[src/rtl/adc_pipe_pkg.sv]
// Shared definitions for the 1.5-bit pipelined ADC encoder: stage decision
// codes, the decoded level type and the one-hot decision decoder.
package adc_pipe_pkg;

  localparam int CODE_W = 3;

  localparam logic [CODE_W-1:0] CODE_HI  = 3'b100;
  localparam logic [CODE_W-1:0] CODE_MID = 3'b010;
  localparam logic [CODE_W-1:0] CODE_LO  = 3'b001;

  typedef logic [1:0] level_t;

  typedef struct packed {
    logic   invalid;
    level_t k;
  } dec_t;

  // Non-one-hot decisions fall back to mid level, which keeps the error
  // bounded by the redundancy of the neighbouring stage.
  function automatic dec_t decode_code(input logic [CODE_W-1:0] code);
    dec_t r;
    r.invalid = 1'b0;
    r.k       = 2'd1;
    case (code)
      CODE_HI:  r.k = 2'd2;
      CODE_MID: r.k = 2'd1;
      CODE_LO:  r.k = 2'd0;
      default: begin
        r.invalid = 1'b1;
        r.k       = 2'd1;
      end
    endcase
    return r;
  endfunction

endpackage

[src/rtl/adc_pipe_code_dec.sv]
// Combinational one-hot stage decision decoder: yields level k and an
// invalid-code indication.
module adc_pipe_code_dec
  import adc_pipe_pkg::*;
(
  input  logic [CODE_W-1:0] code,
  output level_t            k,
  output logic              invalid
);

  assign {invalid, k} = decode_code(code);

endmodule

[src/rtl/adc_pipe_encoder.sv]
// Digital correction for a 3-stage 1.5-bit pipelined ADC: aligns the three
// stage decisions of one sample and overlap-adds them into a saturated code.
// Optional invalid-code flag output enabled by defining ADC_ENC_ERR_FLAG_EN.
module adc_pipe_encoder #(
  parameter int CODE_W = 3,
  parameter int DOUT_W = 3
) (
  input  logic              clock_i,
  input  logic              reset_i,
  input  logic [CODE_W-1:0] d1_i,
  input  logic [CODE_W-1:0] d2_i,
  input  logic [CODE_W-1:0] d3_i,
  output logic [DOUT_W-1:0] d_o
`ifdef ADC_ENC_ERR_FLAG_EN
  ,
  output logic              err_o
`endif
);

  import adc_pipe_pkg::*;

  function automatic logic [DOUT_W-1:0] sat_code(input logic [3:0] s);
    if (int'(s) > (2**DOUT_W - 1))
      return '1;
    else
      return DOUT_W'(s);
  endfunction

  level_t     k1, k2, k3;
  logic [2:0] inv;

  adc_pipe_code_dec u_dec1 (.code(d1_i), .k(k1), .invalid(inv[0]));
  adc_pipe_code_dec u_dec2 (.code(d2_i), .k(k2), .invalid(inv[1]));
  adc_pipe_code_dec u_dec3 (.code(d3_i), .k(k3), .invalid(inv[2]));

  // Stage p0/p1: k1 waits two clocks, k2 one clock, so all three belong to one sample
  level_t k1_p0, k1_p1, k2_p0;

  always_ff @(posedge clock_i) begin
    if (reset_i) begin
      k1_p0 <= '0;
      k1_p1 <= '0;
      k2_p0 <= '0;
    end else begin
      k1_p0 <= k1;
      k1_p1 <= k1_p0;
      k2_p0 <= k2;
    end
  end

  // Stage p2: overlap-add 2*k1 + k2 + k3 (0..8) and saturate into the output register
  logic [3:0] sum_p2;

  assign sum_p2 = {1'b0, k1_p1, 1'b0} + {2'b00, k2_p0} + {2'b00, k3};

  always_ff @(posedge clock_i) begin
    if (reset_i)
      d_o <= '0;
    else
      d_o <= sat_code(sum_p2);
  end

`ifdef ADC_ENC_ERR_FLAG_EN
  logic inv1_p0, inv1_p1, inv2_p0;

  always_ff @(posedge clock_i) begin
    if (reset_i) begin
      inv1_p0 <= 1'b0;
      inv1_p1 <= 1'b0;
      inv2_p0 <= 1'b0;
      err_o   <= 1'b0;
    end else begin
      inv1_p0 <= inv[0];
      inv1_p1 <= inv1_p0;
      inv2_p0 <= inv[1];
      err_o   <= inv1_p1 | inv2_p0 | inv[2];
    end
  end
`else
  logic unused_inv;
  assign unused_inv = ^inv;
`endif

endmodule

[config.mk]
export PLATFORM = sky130hd
export DESIGN_NAME = adc_pipe_encoder
export DESIGN_NICKNAME = d
export VERILOG_FILES = /design/src/rtl/adc_pipe_pkg.sv /design/src/rtl/adc_pipe_code_dec.sv /design/src/rtl/adc_pipe_encoder.sv
export SDC_FILE = /design/constraint.sdc
export NUM_CORES = 1
export LEC_CHECK = 0
export BUFFER_PORTS_ARGS = -buffer_cell sky130_fd_sc_hd__buf_2
export CAP_MARGIN = 20
export CORE_AREA = 10 10 47 49
export CTS_BUF_LIST = sky130_fd_sc_hd__clkbuf_4 sky130_fd_sc_hd__clkbuf_8
export DETAILED_ROUTE_END_ITERATION = 7
export DIE_AREA = 0 0 57 59
export SYNTH_ARGS = -nofsm -noshare
export SYNTH_HDL_FRONTEND = slang
export SYNTH_SLANG_ARGS = --single-unit
[constraint.sdc]
create_clock -name clock_i -period 3.6 [get_ports clock_i]
set_input_delay 0.18 -clock clock_i [delete_from_list [all_inputs] [get_ports clock_i]]
set_output_delay 0.18 -clock clock_i [all_outputs]
set_load 0.1 [all_outputs]
# ---- After elaboration in Yosys (flattened, before gate mapping)
# Cells that the tools add are included.
dict set report word_totals {
  ff_bits 9
  in_bits 11
  word_cells 17
}
dict set report op_classes {
  n_eq_ne 6
  n_addsub 2
  magnitude_cmp 1
  muxes 4
}
# operator count
set op_table {}
lappend op_table {{$pmux 2 s2} 3}
lappend op_table {{$eq 3x1->1 const B} 3}
lappend op_table {{$eq 3x3->1 const B} 3}
lappend op_table {{$add 3x2->4} 1}
lappend op_table {{$add 4x2->4} 1}
lappend op_table {{$gt 4x3->1 const B} 1}
lappend op_table {{$mux 3} 1}

# ---- Logic depth before layout (Yosys ltp)
dict set report logic_depth {
  depth_word 5
  ltp_mapped 8
}

# ---- Modules after synthesis
# From an unflattened synthesis, not the netlist that was laid out.
dict set report unflattened {
  cells_unflattened 48
  area_unflattened_um2 451.7
}
# module area_per_inst_um2 n_inst seq_area_each_um2 cells_per_inst
set by_module_without_submodules {}
lappend by_module_without_submodules {adc_pipe_encoder 327.8 1 180.2 30}
lappend by_module_without_submodules {adc_pipe_code_dec 41.3 3 0.0 6}

# ---- Worst setup path after synthesis
# No wires, ideal clock.
dict set report synth_timing {
  path_type {register to register}
  startpoint {register k1_p1[0]}
  endpoint {register d_o[2]}
  period_less_slack_ps 1709
  slack_ps 1891
  arrival_ps 1639
  n_path_buf 0
  stages_incl_launch_ff 8
  t_required_ps 3530
  setup_ps 70
  path_cell_list {dfxtp_1 -> inv_1 -> fa_1 -> inv_1 -> ha_1 -> inv_1 -> fa_1 -> a21oi_1}
}
dict set report synth_via {
  elab_chain_cells 4
}
# item line
set synth_lines {}
lappend synth_lines {{start, declared} adc_pipe_encoder.sv:37} ;# level_t k1_p0, k1_p1, k2_p0;
lappend synth_lines {{start signal, assigned} adc_pipe_encoder.sv:46} ;# k1_p1 <= k1_p0;
lappend synth_lines {{$add 3x2->4 *} adc_pipe_encoder.sv:54} ;# assign sum_p2 = {1'b0, k1_p1, 1'b0} + {2'b00, k2_p0} + {2'b00, k3};
lappend synth_lines {{$add 4x2->4 *} adc_pipe_encoder.sv:54}
lappend synth_lines {{$gt 4x3->1} adc_pipe_encoder.sv:23} ;# if (int'(s) > (2**DOUT_W - 1))
lappend synth_lines {{$mux 3 *} adc_pipe_encoder.sv:23}
lappend synth_lines {{end signal, assigned} adc_pipe_encoder.sv:60} ;# d_o <= sat_code(sum_p2);
lappend synth_lines {{end, declared} adc_pipe_encoder.sv:13} ;# output logic [DOUT_W-1:0] d_o
# Mark *: on every way between the ends. The rest lies on a longest branch, timed or not.
# A chain may end at the register's enable or synchronous reset.

# ---- Worst setup path in the final report
# Same ends and word-level chain as after synthesis.

==> metrics.txt <==
outcome=finished clean; max-slew violations=0; drt total wl=roughly 660 um; Tot GR Track Use=0.0499; cell accounting for the most synthesized area=dfxtp_1; R2R cell count=7; Cell Chain, Critical Path=inv_1, fa_1, inv_1, ha_1, inv_1, fa_1, a21oi_1; crit end category=flip-flop; Final Cell Area=510 um2; vias per inst=4.19; Peak VDD IR=between 0.2 and 0.25 mV; GR peak layer=met2; CTS H-tree depth=1; Setup Buffers After CTS=0; Slowest-stage cell, CP=fa_1; final setup vio count=0; Netlist cell types=13; Final Cycle Share=0.486; Clock Skew=just under 0.004 ns; CTS sink cnt=9; Die Height=approximately 60 um; Leak=0.243 nW; I/O pin cnt=14; DR WL/cell=around 9.4 um; clock power share=0.339; Pwr Density=slightly below 500 nW/um2; Ys Warns=0; Die ar.=3360 um2; post-DP HPWL=564 um; Mean Syn Cell Area=roughly 11 um2; worst hold path type=in -> reg; via count=between 200 and 300; sequential share of the synthesized area=0.443; Worst Path Buf+Inv=3; setup TNS=0 ns; vias in the first global route=~340; largest net degree at the start of global routing=10; Std-Cell Rows=14; WP data arrival=just under 2 ns; final core utilization=0.364; nets@finish=70; HP Start=d1_i[1]; R2R Path Start=k1_p1[0]$_SDFF_PP0_; DRT Pass-1 Iters=2; Mapped Area=between 400 and 500 um2; Area growth, synth to finish=25.5%; XOR/XNOR Fraction of Synth Area=0.0646; initial antenna violation count=0; mux cell area share after synthesis=0; worst hold endpoint=k1_p0[1]$_SDFF_PP0_; antenna viol nets, final=0; FMAX=around 570 MHz; Compound-Gate Fraction of Synth Area=0.0615; Cells after Synth=38; Slew headroom=0.675; share of layout cells above drive strength 1=0.352; Switching Fraction=0.301; max incr delay on CP=around 0.52 ns; combinational family with the most area after synthesis=adder cells; Reg clk slew, reported paths=around 0.060 ns; worst skew pair latency=between 0.2 and 0.3 ns; pre-CTS WS=approximately 1.8 ns; Die Wd=approximately 57 um; final setup margin=approximately 1.8 ns; Synth Area in Adders=0.160; grt ovf=0; CTS tree=built; GRT met2 Usage=0.0729; Final Hold Viols=0; Tmin final=between 1.5 and 2 ns; # port buffers=13; Logic pwr share=0.222; kind of cell adding the most delay to the critical path=adder cells; Slew @ Worst Pin=~0.5 ns; RSZ-0062 raised after global routing=false; Synth top area share=0.443; Core Area=about 1400 um2; Switching Power=about 0.074 mW; # DRC=0; Seq cells post-synth=9; Synth Area in Simple Gates=0.160; Max clock buf depth=2; Critical Path RT=between 3 and 4 ns; power share of the sequential group=0.438; worst hold stages=2; CP startpoint kind=flip-flop; cell mode on critical path=inv_1; CTS Hold Bufs=0; top cells by area, synth=dfxtp_1 44%, fa_1 9.8%, inv_1 8.3%; peak fanout along the critical path=1; Reg2Reg Setup Slack=roughly 1.8 ns; post-cts gate resize count=0; Crit Path Category=reg -> reg; CTS root buf=clkbuf_4; Fin Hold WS=0.107 ns; met1 Track Usage GR=0.0480; Initial Util=0.290; R2R Path End=d_o[2]$_SDFF_PP0_; 1st-iter DRT viols=3; total CTS buffers=3; met3 usage=0.0472; first-pass GRT wire length=around 1300 um; diode count=0; max cap viols=0; Post-Place Cell Area=around 480 um2; Internal=0.171 mW; placer congestion estimate=0.699; Syn Nets=between 50 and 60
==> synthesized netlist by cell type (all sizes together) <==
cell type and count:
ha 2, nor4b 2, inv 9, nor2b 2, nor2 1, a21oi 5
dfxtp 9, nand2b 1, nand2 1, xor2 3, fa 2, buf 1
==> through the flow <==
stage	instances	total power, mW
global route	70	0.265
floorplan	38	0.152
detailed placement	66	0.165
finish	70	0.245
CTS	70	0.253
global placement	66	0.165
==> power by group through the flow <==
stage                     clock network, mW  registers [mW]  logic [mW]
after floorplan                           0           0.135      0.0170
after global placement                    0           0.110      0.0549
after detailed placement                  0           0.110      0.0555
after CTS                            0.0895           0.107      0.0557
after global routing                 0.0965           0.108      0.0599
final                                0.0832           0.107      0.0545
==> worst reg2reg max path, stage by stage, from the launching register on <==
cell and delay (ns):
dfxtp_1 0.30, inv_1 0.05, fa_1 0.52, inv_1 0.04, ha_1 0.18, inv_1 0.06, fa_1 0.40, a21oi_1 0.14
==> cells by family after synthesis <==
group                    count (synthesis)
adder cells (fa/ha/maj)                  4
buffers and inverters                   10
AO/OA/AOI/OAI                            5
XOR/XNOR                                 3
flip-flops                               9
AND/OR/NAND/NOR                          7
==> flip-flops by register name, indices dropped and copies added (netlist names) <==
register  flops
d_o           3
k1_p1         2
k1_p0         2
k2_p0         2
==> cell type report <==
type                    count  area (um2)
clock buffers               4        30.0
fillers                   152         891
inverters                   9        33.8
multi-input cells          19         181
flip-flops and latches      9         180
well taps                  16        20.0
repair buffers             13        65.1
==> layer usage <==
metal	routed length, um	share of wire
met5	0	0
met4	0	0
met3	93	0.14
met2	330	0.50
met1	237	0.36
==> worst max-delay path by stage <==
| stage | startpoint | endpoint | depth (start not counted) | slack (ns) |
|---|---|---|---|---|
| 6_report | k1_p1[0]$_SDFF_PP0_ | d_o[2]$_SDFF_PP0_ | 7 | 1.85 |
| 5_1_grt | k1_p1[0]$_SDFF_PP0_ | d_o[2]$_SDFF_PP0_ | 7 | 1.66 |
| 4_1_cts | k1_p1[0]$_SDFF_PP0_ | d_o[2]$_SDFF_PP0_ | 7 | 1.84 |
| 3_5_place_dp | d3_i[0] | d_o[2]$_SDFF_PP0_ | 9 | 1.76 |
| 3_3_place_gp | d3_i[0] | d_o[2]$_SDFF_PP0_ | 9 | 1.79 |
| 2_1_floorplan | k1_p1[0]$_SDFF_PP0_ | d_o[2]$_SDFF_PP0_ | 7 | 1.89 |
==> layout by cell type (no fill, tap or decap) <==
| cell | n |
|---|---|
| nand2_1 | 1 |
| nor4b_4 | 1 |
| nor2b_1 | 2 |
| clkbuf_4 | 4 |
| fa_1 | 2 |
| xor2_1 | 3 |
| nor4b_2 | 1 |
| dfxtp_1 | 9 |
| nand2b_1 | 1 |
| inv_1 | 9 |
| ha_1 | 2 |
| a21oi_1 | 5 |
| nor2_1 | 1 |
| buf_2 | 13 |
Power figures use the tool's default switching activity.
